<file path="config.mk">
export PLATFORM = sky130hd
export DESIGN_NAME = io_multi
export DESIGN_NICKNAME = d
export VERILOG_FILES = /design/src/rtl/io_multi.sv
export SDC_FILE = /design/constraint.sdc
export NUM_CORES = 1
export LEC_CHECK = 0
export CAP_MARGIN = 20
export CORE_MARGIN = 3
export CORE_UTILIZATION = 45
export CTS_CLUSTER_SIZE = 20
export DETAILED_ROUTE_END_ITERATION = 16
export PLACE_DENSITY = 0.94
export SLEW_MARGIN = 20
export SYNTH_ARGS = -nofsm -noshare
export SYNTH_HDL_FRONTEND = slang
export SYNTH_SLANG_ARGS = --single-unit
export TNS_END_PERCENT = 30
</file>
<file path="constraint.sdc">
create_clock -name clk -period 3 [get_ports clk]
set_input_delay 0.6 -clock clk [delete_from_list [all_inputs] [get_ports clk]]
set_output_delay 0.6 -clock clk [all_outputs]
set_load 0.1 [all_outputs]
</file>
<file path="src/rtl/io_multi.sv">
// io_multi: multi-channel memory-mapped I/O with latched outputs and enter-key gated reads
module io_multi #(
  parameter int DATA_W     = 32,
  parameter int N_IN       = 4,
  parameter int N_OUT      = 4,
  parameter int ADDR_W     = 4,
  parameter int DEB_CYCLES = 4
) (
  input  logic                    clk,
  input  logic                    rst,
  input  logic                    we,
  input  logic                    re,
  input  logic [ADDR_W-1:0]       addr,
  input  logic [DATA_W-1:0]       data_i,
  output logic [DATA_W-1:0]       data_o,
  output logic                    rd_valid,
  output logic                    stall_o,
  input  logic                    enter,
  input  logic [N_IN*DATA_W-1:0]  in_data,
  output logic [N_OUT*DATA_W-1:0] out_data,
  output logic [N_OUT-1:0]        out_upd,
  output logic                    busy
);
  localparam int CW = DEB_CYCLES > 1 ? $clog2(DEB_CYCLES) : 1;
  typedef enum logic [1:0] {IDLE, WAIT, DONE} state_t;
  state_t            state;
  logic [ADDR_W-1:0] ch;
  logic              s1, sync, stable, stable_prev;
  logic [CW-1:0]     cnt;
  logic              enter_pulse;
  assign enter_pulse = stable & ~stable_prev;
  assign stall_o     = rst & ((state == IDLE & re) | state == WAIT);
  assign busy        = rst & (state != IDLE);
  // stable only follows sync after DEB_CYCLES consecutive disagreeing cycles
  always_ff @(posedge clk) begin
    if (!rst) begin
      {s1, sync, stable, stable_prev} <= '0;
      cnt <= '0;
    end else begin
      s1          <= enter;
      sync        <= s1;
      stable_prev <= stable;
      if (sync == stable) cnt <= '0;
      else if (cnt == CW'(DEB_CYCLES - 1)) begin
        stable <= ~stable;
        cnt    <= '0;
      end else cnt <= cnt + CW'(1);
    end
  end
  always_ff @(posedge clk) begin
    if (!rst) begin
      out_data <= '0;
      out_upd  <= '0;
    end else begin
      for (int k = 0; k < N_OUT; k++) begin
        out_upd[k] <= we && addr == ADDR_W'(k);
        if (we && addr == ADDR_W'(k)) out_data[k*DATA_W +: DATA_W] <= data_i;
      end
    end
  end
  always_ff @(posedge clk) begin
    if (!rst) begin
      state    <= IDLE;
      ch       <= '0;
      data_o   <= '0;
      rd_valid <= 1'b0;
    end else begin
      rd_valid <= 1'b0;
      case (state)
        IDLE: if (re) begin
          if (int'(addr) < N_IN) begin
            ch    <= addr;
            state <= WAIT;
          end else begin
            data_o   <= '0;
            rd_valid <= 1'b1;
            state    <= DONE;
          end
        end
        WAIT: if (enter_pulse) begin
          data_o   <= in_data[int'(ch)*DATA_W +: DATA_W];
          rd_valid <= 1'b1;
          state    <= DONE;
        end
        default: state <= IDLE;
      endcase
    end
  end
endmodule

</file>
==> results of run 1 <==
logic make-up (layout without fill, tap and decap cells):
family,count (synthesis),after routing,synth area share
mux,65,65,0.141
fa+ha+maj,1,1,0.00167
buf+inv,95,387,0.0537
xor+xnor,1,1,0.00117
compound gates,262,262,0.176
simple gates,229,229,0.153
other cells,0,1,0
flops,177,177,0.474
flip-flops by register name, summed over array words and instances (netlist names):
signal / flops
ch: 4
data_o: 32
stable: 1
sync: 1
rd_valid: 1
state: 2
out_data: 128
stable_prev: 1
s1: 1
cnt: 2
out_upd: 4
worst min path at each step:
stage / from / end / slack [ns] / depth (start not counted)
global placement: cnt[0]$_SDFF_PP0_ / cnt[0]$_SDFF_PP0_ / 0.41 / 1
global route: s1$_SDFF_PN0_ / sync$_SDFF_PN0_ / 0.47 / 1
CTS: cnt[0]$_SDFF_PP0_ / cnt[0]$_SDFF_PP0_ / 0.44 / 1
floorplan: cnt[0]$_SDFF_PP0_ / cnt[0]$_SDFF_PP0_ / 0.41 / 1
finish: cnt[0]$_SDFF_PP0_ / cnt[0]$_SDFF_PP0_ / 0.44 / 1
detailed placement: s1$_SDFF_PN0_ / sync$_SDFF_PN0_ / 0.42 / 1
cell usage after synthesis (all sizes together), types with 2 or more instances:
| library cell | number | area (sq um) |
|---|---|---|
| a21oi | 131 | 656 |
| and2 | 3 | 18.8 |
| and3 | 2 | 12.5 |
| buf | 25 | 139 |
| clkbuf | 68 | 255 |
| dfxtp | 177 | 3540 |
| inv | 2 | 7.51 |
| mux2i | 33 | 330 |
| mux4 | 32 | 721 |
| nand2 | 33 | 124 |
| nand2b | 3 | 18.8 |
| nand3 | 162 | 811 |
| nand3b | 2 | 15.0 |
| nor2 | 9 | 33.8 |
| nor3 | 4 | 20.0 |
| nor3b | 2 | 15.0 |
| nor4b | 2 | 23.8 |
| o21ai | 130 | 651 |
| or2 | 2 | 12.5 |
| or3b | 2 | 17.5 |
cell type report:
class                      instances  area (sq um)
fill                            1217          4900
timing repair buffer             353          3210
clock inverter                    15           134
antenna                            1          2.50
inverter                           2          10.0
clock buffer                      17           425
multi-input combinational        558          3570
sequential                       177          3540
tap                              216           270
per-layer routing:
metal  track usage  share of wire  wire [microns]  vias up
met5             0              0               0        -
met4         0.133          0.047            1230        0
met3        0.0600          0.080            2100       82
met2         0.476           0.50           13200      453
met1         0.341           0.37            9650     3729
li1              -              -               -     3576
where the power goes:
part	leakage, uW	internal (uW)	switching, uW
Combinational	0.00250	362	518
Sequential	0.00143	2380	26.2
Clock	0.000271	1150	964
Total	0.00420	3890	1510
through the flow:
step	std cells	worst slack, ns	area, sq um	hold slack, ns	utilization
detailed placement	1306	0.318	10600	0.422	0.660
global route	1339	0.404	11200	0.466	0.695
finish	1339	0.476	11200	0.438	0.695
global placement	1306	0.398	10600	0.413	0.660
floorplan	830	0.286	7480	0.406	-
CTS	1338	0.479	11200	0.440	0.695
worst max-delay path, delay by kind of cell:
family	cells	cell delay, ns
and+or+nand+nor	2	0.38
buffers and inverters	2	0.94
==> flow_summary.json, run 1 <==
{
  "outcome": "finished clean",
  "grt_pass1_vias": 7651,
  "die_w_microns": 135,
  "dieArea_sq_um": 18200,
  "io_buffers": 335,
  "hold_buffers": 0,
  "ff2ff_path_depth": 3,
  "synth-main-ff-cell": "dfxtp_1",
  "cp-startpoint": "rst",
  "end_kind": "output port",
  "rsz0062_at_grt": "no",
  "slew_headroom": 0.311,
  "tightestPinTransition_ns": 1.03,
  "critical_path.slowest_cell": "clkdlybuf4s50_1",
  "start_kind": "input pin",
  "postCtsSetupRepairBufs": 0,
  "cts_num_sinks": 177,
  "netlist_instances": 830,
  "first_pass_iters": 7,
  "drtIter0Drc": 660,
  "r2r_end": "data_o[2]$_SDFFE_PN0P_",
  "grt-ovfl-total": 0,
  "ys_ff_latch": 177,
  "grt_max_degree": 74,
  "max-vdd-ir-drop_v": 0.000393,
  "synth_nets": 1000,
  "post-route-period-util": 0.841,
  "max_cap_viol_count": 0,
  "syn_to_final_growth_pct": 49.3,
  "hold_viol_final": 0,
  "ff2ff_setup_slack_ns": 0.74,
  "crit_type": "input pin to output port",
  "viasPerCell": 5.86,
  "finalSetupViolations": 0,
  "power_leakage_uw": 0.00420,
  "vias": 7840,
  "synth_edf_count": 0,
  "antenna_found_initial": 1,
  "slowest_delay_ns": 0.73,
  "fin_crit_ns": 2.52,
  "async_reset_ff_frac": 0,
  "clockBufferDepth": 2,
  "wl_per_cell_microns": 19.5,
  "rows": 46,
  "insertion_delay_ns": 0.43,
  "drcViolationCount": 0,
  "wl_mm": 26.2,
  "layout_commonest_cell": "dfxtp_1",
  "maxSlewViolCount": 0,
  "yosys_warnings": 0,
  "syn_area_sq_um": 7480,
  "crit_fanout": 11,
  "netlist-cell-type-count": 31,
  "grt_use_total": 0.281,
  "place_congestion": 0.830,
  "postSynthAreaPerCell_sq_um": 9.01,
  "cts-root-buf": "clkbuf_16",
  "cp_data_arrival_time_ns": 1.92,
  "fp.dieH_microns": 135,
  "ant_nets": 0,
  "clkTransAtPathRegs_ns": 0.06,
  "r2r-start": "state[0]$_SDFFE_PN0P_",
  "ios": 336,
  "nets": 1279,
  "power_uw": 5400,
  "cts-buffers-inserted": 17,
  "fin_skew_ns": 0.00975,
  "fmax_ghz": 0.396,
  "dpl.hpwl_mm": 18.5,
  "power.density_nw_per_um2": 484,
  "required_ns": 2.40,
  "grt_pass1_wl_mm": 40.6,
  "htree_levels": 4,
  "cts_resized": 0,
  "setup_tns_ns": 0,
  "core_sq_um": 16100,
  "worstSetupEndpoint": "stall_o",
  "cts_tree": "done",
  "final_cell_mix": "dfxtp_1, buf_4, clkdlybuf4s50_1, nand3_1, a21oi_1",
  "start_util": 0.466,
  "hold_class": "register to register",
  "drive_gt1_frac": 0.233,
  "ys_seq_area_frac": 0.474,
  "path_cells": "clkdlybuf4s50_1 -> nand2b_1 -> nor2_1 -> buf_12"
}
Power figures use the tool's default switching activity.
==> run 2: changes to the inputs <==
Settings changed: CORE_UTILIZATION 45 to 38, PLACE_DENSITY 0.94 to 0.85.
Clock period 3 ns to 2.2 ns, I/O delays scaled along.
==> flow_summary.json, run 2 (synthesized netlist as in run 1, its figures left out) <==
{
  "outcome": "finished clean",
  "fin_util": 0.601,
  "ant_nets": 0,
  "largest_register_ffs": 128,
  "hold_buffers": 0,
  "maxSlewViolCount": 0,
  "finalSetupViolations": 0,
  "grt_max_degree": 69,
  "ff2ff_path_depth": 4,
  "cts-root-buf": "clkbuf_16",
  "tightestPinTransition_ns": 0.508,
  "start_kind": "input pin",
  "pwr-share-comb": 0.167,
  "setup_ws_ns": 0.158,
  "htree_levels": 4,
  "end_kind": "output port",
  "max_cap_viol_count": 0,
  "fmax_ghz": 0.490,
  "slew_headroom": 0.661,
  "grt-ovfl-total": 0,
  "ff2ff_setup_slack_ns": 0.58,
  "rsz0062_at_grt": "no",
  "required_ns": 1.76,
  "biggestRegsByFlops": "out_data (128), data_o (32)",
  "cp_data_arrival_time_ns": 1.60,
  "die_w_microns": 146,
  "hold_depth": 1,
  "cts_resized": 0,
  "antenna_found_initial": 5,
  "place_congestion": 0.872,
  "syn_to_final_growth_pct": 52.9,
  "vias": 7785,
  "nets": 1290,
  "postCtsSetupRepairBufs": 0,
  "hold-path-endpoint": "sync$_SDFF_PN0_",
  "p_sw_uw": 2100,
  "core_sq_um": 19000,
  "clockBufferDepth": 2,
  "p_clk_frac": 0.398,
  "grt_pass1_wl_mm": 42.8,
  "dpl.hpwl_mm": 19.5,
  "start_util": 0.393,
  "r2r-start": "ch[0]$_SDFFE_PN0P_",
  "wl_mm": 27.7,
  "hold_start": "s1$_SDFF_PN0_",
  "hold_viol_final": 0,
  "fp.dieH_microns": 146,
  "crit_fanout": 6,
  "dieArea_sq_um": 21400,
  "max-vdd-ir-drop_v": 0.000517,
  "insertion_delay_ns": 0.43,
  "drive_gt1_frac": 0.240,
  "grt_pass1_vias": 7580,
  "io_buffers": 335,
  "pre_cts_ws_ns": 0.0662,
  "cts_tree": "done",
  "viasPerCell": 5.57,
  "cts-buffers-inserted": 17,
  "power.share.sequential": 0.436,
  "wl_per_cell_microns": 19.8,
  "p_int_uw": 5420,
  "drcViolationCount": 0,
  "hold_class": "register to register",
  "grt_use_total": 0.249,
  "drtIter0Drc": 466,
  "first_pass_iters": 5,
  "final_cell_mix": "buf_4, dfxtp_1, clkdlybuf4s50_1, nand3_1, a21oi_1",
  "post-route-period-util": 0.928,
  "cts_num_sinks": 177,
  "layout_commonest_cell": "buf_4",
  "r2r_end": "data_o[26]$_SDFFE_PN0P_",
  "rows": 50,
  "fin_crit_ns": 2.04,
  "clkTransAtPathRegs_ns": 0.06,
  "p_sw_frac": 0.280,
  "power_leakage_uw": 0.00430,
  "fin_skew_ns": 0.00850,
  "ios": 336,
  "top_register": "out_data",
  "crit_type": "input pin to output port",
  "power.density_nw_per_um2": 658
}
==> run 2: power groups by stage <==
stage	clock network (uW)	registers (uW)	logic (uW)
floorplan	0	3610	402
global placement	0	3350	1240
detailed placement	0	3350	1250
CTS	3040	3280	1250
global route	3170	3280	1310
finish	2990	3280	1250
==> run 2: area by class of cell <==
| class | count | area (sq um) |
|---|---|---|
| fillers | 1604 | 7590 |
| multi-input cells | 558 | 3570 |
| well taps | 260 | 325 |
| inverters | 2 | 10.0 |
| clock buffers | 20 | 457 |
| repair buffers | 364 | 3390 |
| clock inverters | 12 | 121 |
| flip-flops and latches | 177 | 3540 |
| diodes | 5 | 12.5 |
==> run 2: worst max-delay path by stage <==
stage | startpoint | endpoint | slack (ns) | depth (start not counted)
5_1_grt | rst | stall_o | 0.06 | 4
4_1_cts | rst | busy | 0.15 | 4
3_5_place_dp | we | out_data[50]$_SDFFE_PN0P_ | 0.07 | 5
6_report | rst | stall_o | 0.16 | 4
2_1_floorplan | state[0]$_SDFFE_PN0P_ | busy | -0.29 | 4
3_3_place_gp | we | out_data[43]$_SDFFE_PN0P_ | 0.12 | 5
==> run 2: metal layers <==
metal / GRT usage / vias up / routed length, microns
li1: - / 3589 / -
met5: 0 / - / 0
met3: 0.0658 / 58 / 2350
met2: 0.429 / 417 / 14200
met4: 0.0988 / 0 / 992
met1: 0.298 / 3721 / 10100
==> run 2: per-stage QoR <==
stage / hold WS [ns] / std cells / power, uW / area (sq um) / setup TNS (ns)
after detailed placement: 0.418 / 1361 / 4600 / 10800 / 0
final: 0.433 / 1398 / 7520 / 11400 / 0
after global routing: 0.467 / 1398 / 7770 / 11400 / 0
after CTS: 0.433 / 1393 / 7570 / 11400 / 0
after floorplan: 0.406 / 830 / 4020 / 7480 / -0.294
after global placement: 0.414 / 1361 / 4590 / 10800 / 0
==> run 2: worst max-delay path, cell delays in order <==
cell             delay, ns
clkdlybuf4s50_1       0.65
nand2b_1              0.15
nor2_2                0.17
buf_12                0.19
